<file path="config.mk">
export PLATFORM = sky130hd
export DESIGN_NAME = hazard_ctrl
export DESIGN_NICKNAME = d
export VERILOG_FILES = /design/src/rtl/hazard_ctrl.sv
export SDC_FILE = /design/constraint.sdc
export NUM_CORES = 1
export LEC_CHECK = 0
export CELL_PAD_IN_SITES_DETAIL_PLACEMENT = 0
export CELL_PAD_IN_SITES_GLOBAL_PLACEMENT = 1
export CORE_UTILIZATION = 25
export CTS_BUF_LIST = sky130_fd_sc_hd__clkbuf_4
export DETAILED_ROUTE_END_ITERATION = 10
export PLACE_DENSITY_LB_ADDON = 0.1
export SLEW_MARGIN = 20
export SYNTH_ARGS = -nofsm -noshare
export SYNTH_HDL_FRONTEND = slang
export SYNTH_SLANG_ARGS = --single-unit
</file>
<file path="constraint.sdc">
create_clock -name clock -period 2.27 [get_ports clock]
set_clock_uncertainty 0.2 [all_clocks]
set_input_delay 0.454 -clock clock [delete_from_list [all_inputs] [get_ports clock]]
set_output_delay 0.454 -clock clock [all_outputs]
set_load 0.005 [all_outputs]
</file>
<file path="src/rtl/hazard_ctrl.sv">
// hazard_ctrl: interlock and forwarding controller for a 5-stage pipeline
// (IFU -> decode -> exec -> mem -> write). Branches and operands resolve in
// decode, so forwarding selects feed the ID stage. A small RUN/MD_BUSY state
// machine holds the pipe while a multi-cycle mul/div op occupies exec.
//
// Build option: define HAZARD_FWD_EN to enable operand forwarding. When it is
// undefined, fwd_a/fwd_b stay 00 and every RAW match against EX, MEM or WB
// stalls decode until the producer has written the register file.
//
// Mul/div timing: the op occupies EX for MD_CYCLES cycles. The pipe is held
// for the first MD_CYCLES-1 of them (the RUN entry cycle plus the MD_BUSY
// cycles with cnt != 0). The MD_BUSY cycle with cnt == 0 is the op's last EX
// cycle: it is not held, so the op drains to MEM at the next edge and the
// state machine is back in RUN before ex_muldiv can be seen again.
module hazard_ctrl #(
    parameter int MD_CYCLES = 4,
    parameter int CNT_W     = 4
) (
    input  logic       clock,
    input  logic       reset,
    input  logic [4:0] id_rs1,
    input  logic [4:0] id_rs2,
    input  logic       id_use1,
    input  logic       id_use2,
    input  logic [4:0] ex_rw,
    input  logic       ex_regwrite,
    input  logic       ex_muldiv,
    input  logic [4:0] mem_rw,
    input  logic       mem_regwrite,
    input  logic       mem_mem2reg,
    input  logic [4:0] wb_rw,
    input  logic       wb_regwrite,
    output logic       pc_stall,
    output logic       ifid_stall,
    output logic       idex_bubble,
    output logic       ex_hold,
    output logic       exmem_bubble,
    output logic [1:0] fwd_a,
    output logic [1:0] fwd_b,
    output logic       md_busy
);

    typedef enum logic {
        RUN     = 1'b0,
        MD_BUSY = 1'b1
    } state_t;

    localparam logic [CNT_W-1:0] MD_LOAD = CNT_W'(MD_CYCLES - 2);

    localparam logic [1:0] FWD_RF  = 2'b00;
    localparam logic [1:0] FWD_MEM = 2'b01;
    localparam logic [1:0] FWD_WB  = 2'b10;

    state_t           state;
    state_t           state_nxt;
    logic [CNT_W-1:0] cnt;
    logic [CNT_W-1:0] cnt_nxt;

    logic ex_hit1, ex_hit2, mem_hit1, mem_hit2, wb_hit1, wb_hit2;
    logic ex_hit, mem_hit, wb_hit, load_hit;
    logic busy_stall;
    logic haz_stall;
    logic [1:0] fwd_a_sel;
    logic [1:0] fwd_b_sel;

    // RAW match of one ID source against one producer; r0 never hazards.
    function automatic logic raw_match(input logic       use_src,
                                       input logic [4:0] rs,
                                       input logic       regwrite,
                                       input logic [4:0] rw);
        raw_match = use_src & regwrite & (rs == rw) & (rs != 5'd0);
    endfunction

    // State and mul/div counter register.
    always_ff @(posedge clock) begin
        if (reset) begin
            state <= RUN;
            cnt   <= '0;
        end else begin
            state <= state_nxt;
            cnt   <= cnt_nxt;
        end
    end

    // Next state: enter MD_BUSY on a mul/div in RUN; ex_muldiv is ignored in MD_BUSY.
    always_comb begin
        state_nxt = state;
        cnt_nxt   = cnt;
        case (state)
            RUN: begin
                if (ex_muldiv) begin
                    state_nxt = MD_BUSY;
                    cnt_nxt   = MD_LOAD;
                end
            end
            MD_BUSY: begin
                if (cnt == '0) begin
                    state_nxt = RUN;
                end else begin
                    cnt_nxt = cnt - CNT_W'(1);
                end
            end
            default: begin
                state_nxt = RUN;
                cnt_nxt   = '0;
            end
        endcase
    end

    // Hazard detection and forwarding selects for the ID operands.
    always_comb begin
        ex_hit1  = raw_match(id_use1, id_rs1, ex_regwrite, ex_rw);
        ex_hit2  = raw_match(id_use2, id_rs2, ex_regwrite, ex_rw);
        mem_hit1 = raw_match(id_use1, id_rs1, mem_regwrite, mem_rw);
        mem_hit2 = raw_match(id_use2, id_rs2, mem_regwrite, mem_rw);
        wb_hit1  = raw_match(id_use1, id_rs1, wb_regwrite, wb_rw);
        wb_hit2  = raw_match(id_use2, id_rs2, wb_regwrite, wb_rw);

        ex_hit   = ex_hit1 | ex_hit2;
        mem_hit  = mem_hit1 | mem_hit2;
        wb_hit   = wb_hit1 | wb_hit2;
        // Load data is not available until WB, so a MEM load match must stall.
        load_hit = mem_hit & mem_mem2reg;

`ifdef HAZARD_FWD_EN
        haz_stall = ex_hit | load_hit;
        // Nearest producer first: MEM ALU result beats the WB bus.
        if (mem_hit1 && !mem_mem2reg) begin
            fwd_a_sel = FWD_MEM;
        end else if (wb_hit1) begin
            fwd_a_sel = FWD_WB;
        end else begin
            fwd_a_sel = FWD_RF;
        end
        if (mem_hit2 && !mem_mem2reg) begin
            fwd_b_sel = FWD_MEM;
        end else if (wb_hit2) begin
            fwd_b_sel = FWD_WB;
        end else begin
            fwd_b_sel = FWD_RF;
        end
`else
        // Without forwarding, decode waits until the producer has left WB
        // (load_hit is already covered by mem_hit here).
        haz_stall = ex_hit | load_hit | mem_hit | wb_hit;
        fwd_a_sel = FWD_RF;
        fwd_b_sel = FWD_RF;
`endif

        busy_stall = ((state == RUN) && ex_muldiv) ||
                     ((state == MD_BUSY) && (cnt != '0));
    end

    // Output decode: reset forces all zero, mul/div hold wins over ID hazards.
    always_comb begin
        pc_stall     = 1'b0;
        ifid_stall   = 1'b0;
        idex_bubble  = 1'b0;
        ex_hold      = 1'b0;
        exmem_bubble = 1'b0;
        md_busy      = 1'b0;
        fwd_a        = FWD_RF;
        fwd_b        = FWD_RF;
        if (!reset) begin
            fwd_a = fwd_a_sel;
            fwd_b = fwd_b_sel;
            if (busy_stall) begin
                // ID/EX is held rather than bubbled so the mul/div op stays in EX.
                md_busy      = 1'b1;
                pc_stall     = 1'b1;
                ifid_stall   = 1'b1;
                ex_hold      = 1'b1;
                exmem_bubble = 1'b1;
            end else if (haz_stall) begin
                pc_stall    = 1'b1;
                ifid_stall  = 1'b1;
                idex_bubble = 1'b1;
            end
        end
    end

endmodule
</file>
==> results_dict.tcl, run 1 <==
set metrics [dict create \
    clk_pin_slew_ns 0.05 \
    p_comb_share_pct 51.7 \
    worstSkewPairLatency_ns 0.25 \
    p_leak_nw 0.594 \
    drt_iter0_drc 14 \
    fillers 251 \
    fmax_mhz 375 \
    rsz0062_at_grt "yes" \
    area_growth_pct 96.2 \
    drive_gt1_share_pct 46.4 \
    routed-via-count 813 \
    syn_area_sq_um 694 \
    ys_seq_area_share_pct 14.4 \
    synth_seq_cells 5 \
    antenna_left 0 \
    hpwl_mm 1.81 \
    ys_warn_count 0 \
    port_buffers 38 \
    cts_max_level 1 \
    worstHoldPathCells 2 \
    p_sw_uw 145 \
    num_rows 18 \
    critical_path_class "input port to output pin" \
    violations "negative setup slack" \
    reg2reg_depth 8 \
    peakVddDrop_v 0.000354 \
    holdWs_ns 0.344 \
    max_cap_viol_count 0 \
    antenna_found_initial 0 \
    cts_buffers 3 \
    die_y_um 54.7 \
    worst_hold_path.endpoint "cnt[3]" \
    nets 188 \
    final_max_slew_viol_count 0 \
    diodes 0 \
    clock-sinks 5 \
    status "finished, violations left" \
    wl_per_cell_um 12.6 \
    max_stage_delay_ns 0.28 \
    setup_violations 3 \
    drcViolationCount 0 \
    seq_power_share_pct 22.0 \
    p_clk_share_pct 26.4 \
    drtPass1Iterations 4 \
    yosysUniqueCellTypes 27 \
    start_util_pct 27.3 \
    syn_avg_cell_area_sq_um 7.98 \
    cts-root-buf "clkbuf_4" \
    cpMaxStageDelayCell "a31o_4" \
    r2r-start "cnt[0]" \
    grt_pass1_wl_mm 3.31 \
    coreArea_sq_um 2540 \
    min_from "cnt[3]" \
    hold_viol 0 \
    cp_top_family "compound AO/OA/AOI/OAI gates" \
    start_kind "input port" \
    clk_path_buf_depth 2 \
    min_period_ns 2.66 \
    cp_num_buf_inv 3 \
    r2r_setup_slack_ns 0.59 \
    wirelength_mm 2.28 \
    io_pins 44 \
    fin_ws_ns -0.394 \
    grt_max_degree 8 \
    cts_tree "yes" \
    period_share_pct 117 \
    cp.depth 8 \
    worst_setup_path_end_kind "output pin" \
    worstPathCellList "clkdlybuf4s15_2, buf_6, xor2_1, nor4_2, nand3_1, a31o_4, a2111oi_4, buf_2" \
    critPathMaxFanout 2 \
    critPathArrivalTime_ns 2.01 \
    place_congestion 0.813 \
    p_sw_share_pct 32.4 \
    grt_usage_pct 15.8 \
    overflow 0 \
    power_density_nw_per_um2 329 \
    r2r-end "cnt[2]" \
    grt_pass1_vias 784 \
    total_power_uw 449 \
    hold_class "flop to flop" \
    via_per_inst 4.49 \
    synthCells 87 \
    dieArea_sq_um 2990 \
    p_int_uw 303 \
    die_x_um 54.7 \
    cp.required_ns 1.62 \
]
metal layers:
metal  vias up  part of all wire, %  global-route usage [%]
met1       356                   41                    18.3
met3         0                  7.1                    4.72
met2        34                   52                    28.9
li1        423                    -                       -
met5         -                    0                       0
met4         0                    0                    1.28
how the worst max path moves through the flow:
stage	from	to	slack [ns]
4_1_cts	id_rs2[4]	idex_bubble	-0.38
3_3_place_gp	id_rs2[1]	idex_bubble	-1.17
5_1_grt	mem_rw[0]	idex_bubble	-0.47
2_1_floorplan	id_rs1[2]	idex_bubble	0.05
3_5_place_dp	id_rs2[1]	idex_bubble	-1.18
6_report	id_rs1[1]	idex_bubble	-0.39
synthesized netlist by cell type (all sizes together):
cell / n / area, sq um
a2111oi: 1 / 15.0
a211oi: 1 / 7.51
a21boi: 1 / 7.51
a21oi: 1 / 5.00
a22oi: 1 / 7.51
a31o: 2 / 17.5
a31oi: 1 / 6.26
buf: 8 / 56.3
conb: 1 / 3.75
dfxtp: 5 / 100
ha: 2 / 25.0
inv: 2 / 7.51
nand2: 1 / 3.75
nand3: 6 / 30.0
nor2: 8 / 30.0
nor2b: 1 / 6.26
nor3: 3 / 15.0
nor4: 6 / 43.8
nor4b: 1 / 8.76
o21ai: 2 / 10.0
or4: 2 / 16.3
xnor2: 6 / 52.6
xor2: 25 / 219
logic make-up (layout without fill, tap and decap cells):
group / count (synthesis) / count (layout) / synth area share [%]
AND/OR/NAND/NOR: 28 / 28 / 22.2
buffers and inverters: 10 / 71 / 9.19
other: 1 / 4 / 0.540
adder cells (fa/ha/maj): 2 / 2 / 3.60
flip-flops: 5 / 5 / 14.4
XOR/XNOR: 31 / 31 / 39.1
AO/OA/AOI/OAI: 10 / 10 / 11.0
per-stage QoR:
stage / setup TNS (ns) / instance area, sq um / setup slack [ns] / std cells / utilization [%]
after floorplan: 0 / 714 / 0.0497 / 90 / -
after global placement: -4.12 / 1240 / -1.17 / 172 / 48.8
after detailed placement: -4.28 / 1240 / -1.18 / 172 / 48.8
after CTS: -1.05 / 1330 / -0.377 / 181 / 52.4
after global routing: -1.25 / 1360 / -0.470 / 181 / 53.5
final: -1.02 / 1360 / -0.394 / 181 / 53.5
flip-flops by register name (all words and copies together), names as in the netlist:
name,count
state,1
cnt,4
area by class of cell:
| cell class | instances | area, sq um | area share [%] |
|---|---|---|---|
| multi-input cells | 75 | 644 | 47.3 |
| repair buffers | 65 | 543 | 39.9 |
| flip-flops and latches | 5 | 100 | 7.35 |
| well taps | 30 | 37.5 | 2.75 |
| clock buffers | 4 | 30.0 | 2.20 |
| inverters | 2 | 7.51 | 0.551 |
timing repair:
action / in CTS / in global routing
gates resized for setup: 116 / 17
gates cloned: 0 / 0
setup buffers: 5 / 0
hold buffers: 0 / 0
pin swaps: 18 / 8
endpoints found under the setup margin: 6 / 5
cells in the final DEF (no fill, tap or decap), types with 5 or more instances in the layout:
master           Yosys  layout
clkdlybuf4s15_1      0       5
clkdlybuf4s50_1      0       7
nor2_1               8       6
xor2_1              25      25
xnor2_1              6       6
buf_6                0      10
dfxtp_1              5       5
buf_2                0      14
buf_4                7      20
nand3_1              6       5
worst min-delay path, stage by stage, from the launching register on:
cell	delay [ns]
dfxtp_1	0.35
a22oi_1	0.08
nor2_1	0.08
power by group through the flow:
stage               clock [mW]  combinational (mW)  sequential [mW]
floorplan                    0              0.0898           0.0987
finish                   0.118               0.232           0.0985
detailed placement           0               0.216           0.0993
global placement             0               0.215           0.0992
global route             0.127               0.250           0.0991
CTS                      0.121               0.222           0.0984
No activity file was read; power rests on OpenSTA's default activity.
==> run 2: changes to the inputs <==
CORE_ASPECT_RATIO = 0.75   (was default)
REMOVE_ABC_BUFFERS = 1   (was default)
==> results_dict.tcl, run 2 (same netlist as run 1, synthesis figures left out) <==
set metrics [dict create \
    status "finished, violations left" \
    violations "negative setup slack" \
    worstSkewPairLatency_ns 0.25 \
    final_max_slew_viol_count 0 \
    stdcell_area_sq_um 1330 \
    cts_buffers 3 \
    io_pins 44 \
    antenna_left 0 \
    start_util_pct 26.5 \
    via_per_inst 4.32 \
    coreArea_sq_um 2620 \
    largestRegisters "cnt x4, state x1" \
    area_growth_pct 91.0 \
    wl_per_cell_um 12.9 \
    fillers 271 \
    nets 185 \
    period_share_pct 120 \
    grt_pass1_vias 767 \
    final_common_cell "xor2_1" \
    setup_violations 3 \
    grt_usage_pct 16.6 \
    cts-root-buf "clkbuf_4" \
    clk_path_buf_depth 2 \
    die_x_um 62.9 \
    ctsHoldBuffers 0 \
    power_density_nw_per_um2 333 \
    dpl_cell_area_sq_um 1220 \
    routed-via-count 795 \
    top_register "cnt" \
    peakVddDrop_v 0.000109 \
    critical_path_class "input port to output pin" \
    min_period_ns 2.72 \
    holdWs_ns 0.334 \
    cp.required_ns 1.62 \
    hold_viol 0 \
    worst_setup_path_end_kind "output pin" \
    drive_gt1_share_pct 52.0 \
    overflow 0 \
    antenna_found_initial 0 \
    place_congestion 0.795 \
    hpwl_mm 1.82 \
    clk_pin_slew_ns 0.05 \
    start_kind "input port" \
    num_rows 16 \
    drtPass1Iterations 3 \
    final_util_pct 50.6 \
    wirelength_mm 2.37 \
    fmax_mhz 367 \
    rsz0062_at_grt "yes" \
    drcViolationCount 0 \
    diodes 0 \
    final_cell_mix "xor2_1, buf_4, buf_2, buf_6, clkbuf_2" \
    hold_class "flop to flop" \
    critPathMaxFanout 2 \
    p_leak_nw 0.573 \
    port_buffers 38 \
    drt_iter0_drc 28 \
    largest_reg_flops 4 \
    clock-sinks 5 \
    grt_max_degree 8 \
    cts_max_level 1 \
    fin_ws_ns -0.452 \
    die_y_um 47.6 \
    total_power_uw 442 \
    cts_tree "yes" \
    fin_setup_tns_ns -1.04 \
    dieArea_sq_um 2990 \
    grt_pass1_wl_mm 3.64 \
    critPathArrivalTime_ns 2.07 \
    max_cap_viol_count 0 \
]
[run 2: cell type report]
cell class / instances / area (sq um) / area share [%]
Clock buffer: 4 / 30.0 / 2.26
Inverter: 2 / 7.51 / 0.566
Multi-Input combinational cell: 75 / 658 / 49.6
Sequential cell: 5 / 100 / 7.55
Tap cell: 36 / 45.0 / 3.40
Timing Repair Buffer: 62 / 485 / 36.6
[run 2: worst max-delay path: stages]
cell	delay [ns]
buf_6	0.10
buf_6	0.10
xor2_1	0.14
nor4_2	0.28
nand3_1	0.12
a31o_1	0.25
buf_6	0.13
a2111oi_4	0.34
buf_2	0.17
[run 2: worst paths after layout]
kind	from	endpoint	slack, ns	cells after the start
setup / recovery	mem_rw[2]	idex_bubble	-0.45	9
hold / removal	cnt[3]	cnt[3]	0.33	2
setup reg to reg	cnt[0]	cnt[2]	0.63	8
hold reg to reg	cnt[3]	cnt[3]	0.33	2
[run 2: report_power, final]
part	total, mW	internal [mW]	switching (mW)
clock network	0.117	0.0785	0.0388
logic	0.226	0.124	0.102
registers	0.0988	0.0942	0.00463
total	0.442	0.297	0.145
[run 2: per-stage QoR]
stage	instances	worst slack, ns
after floorplan	82	0.0628
after global placement	175	-1.28
after detailed placement	175	-1.24
after CTS	183	-0.402
after global routing	184	-0.514
final	184	-0.452
[run 2: repair_timing]
action                     4_1_cts  5_1_grt
setup buffers                    4        1
gates cloned                     0        0
pin swaps                       18       20
resized for setup              110       42
setup endpoints to repair        6        6
[run 2: routing by layer]
metal / global-route usage, % / routed length, um
met3: 4.29 / 82
met1: 23.0 / 1240
met2: 27.0 / 1050
met4: 2.33 / 0
met5: 0 / 0
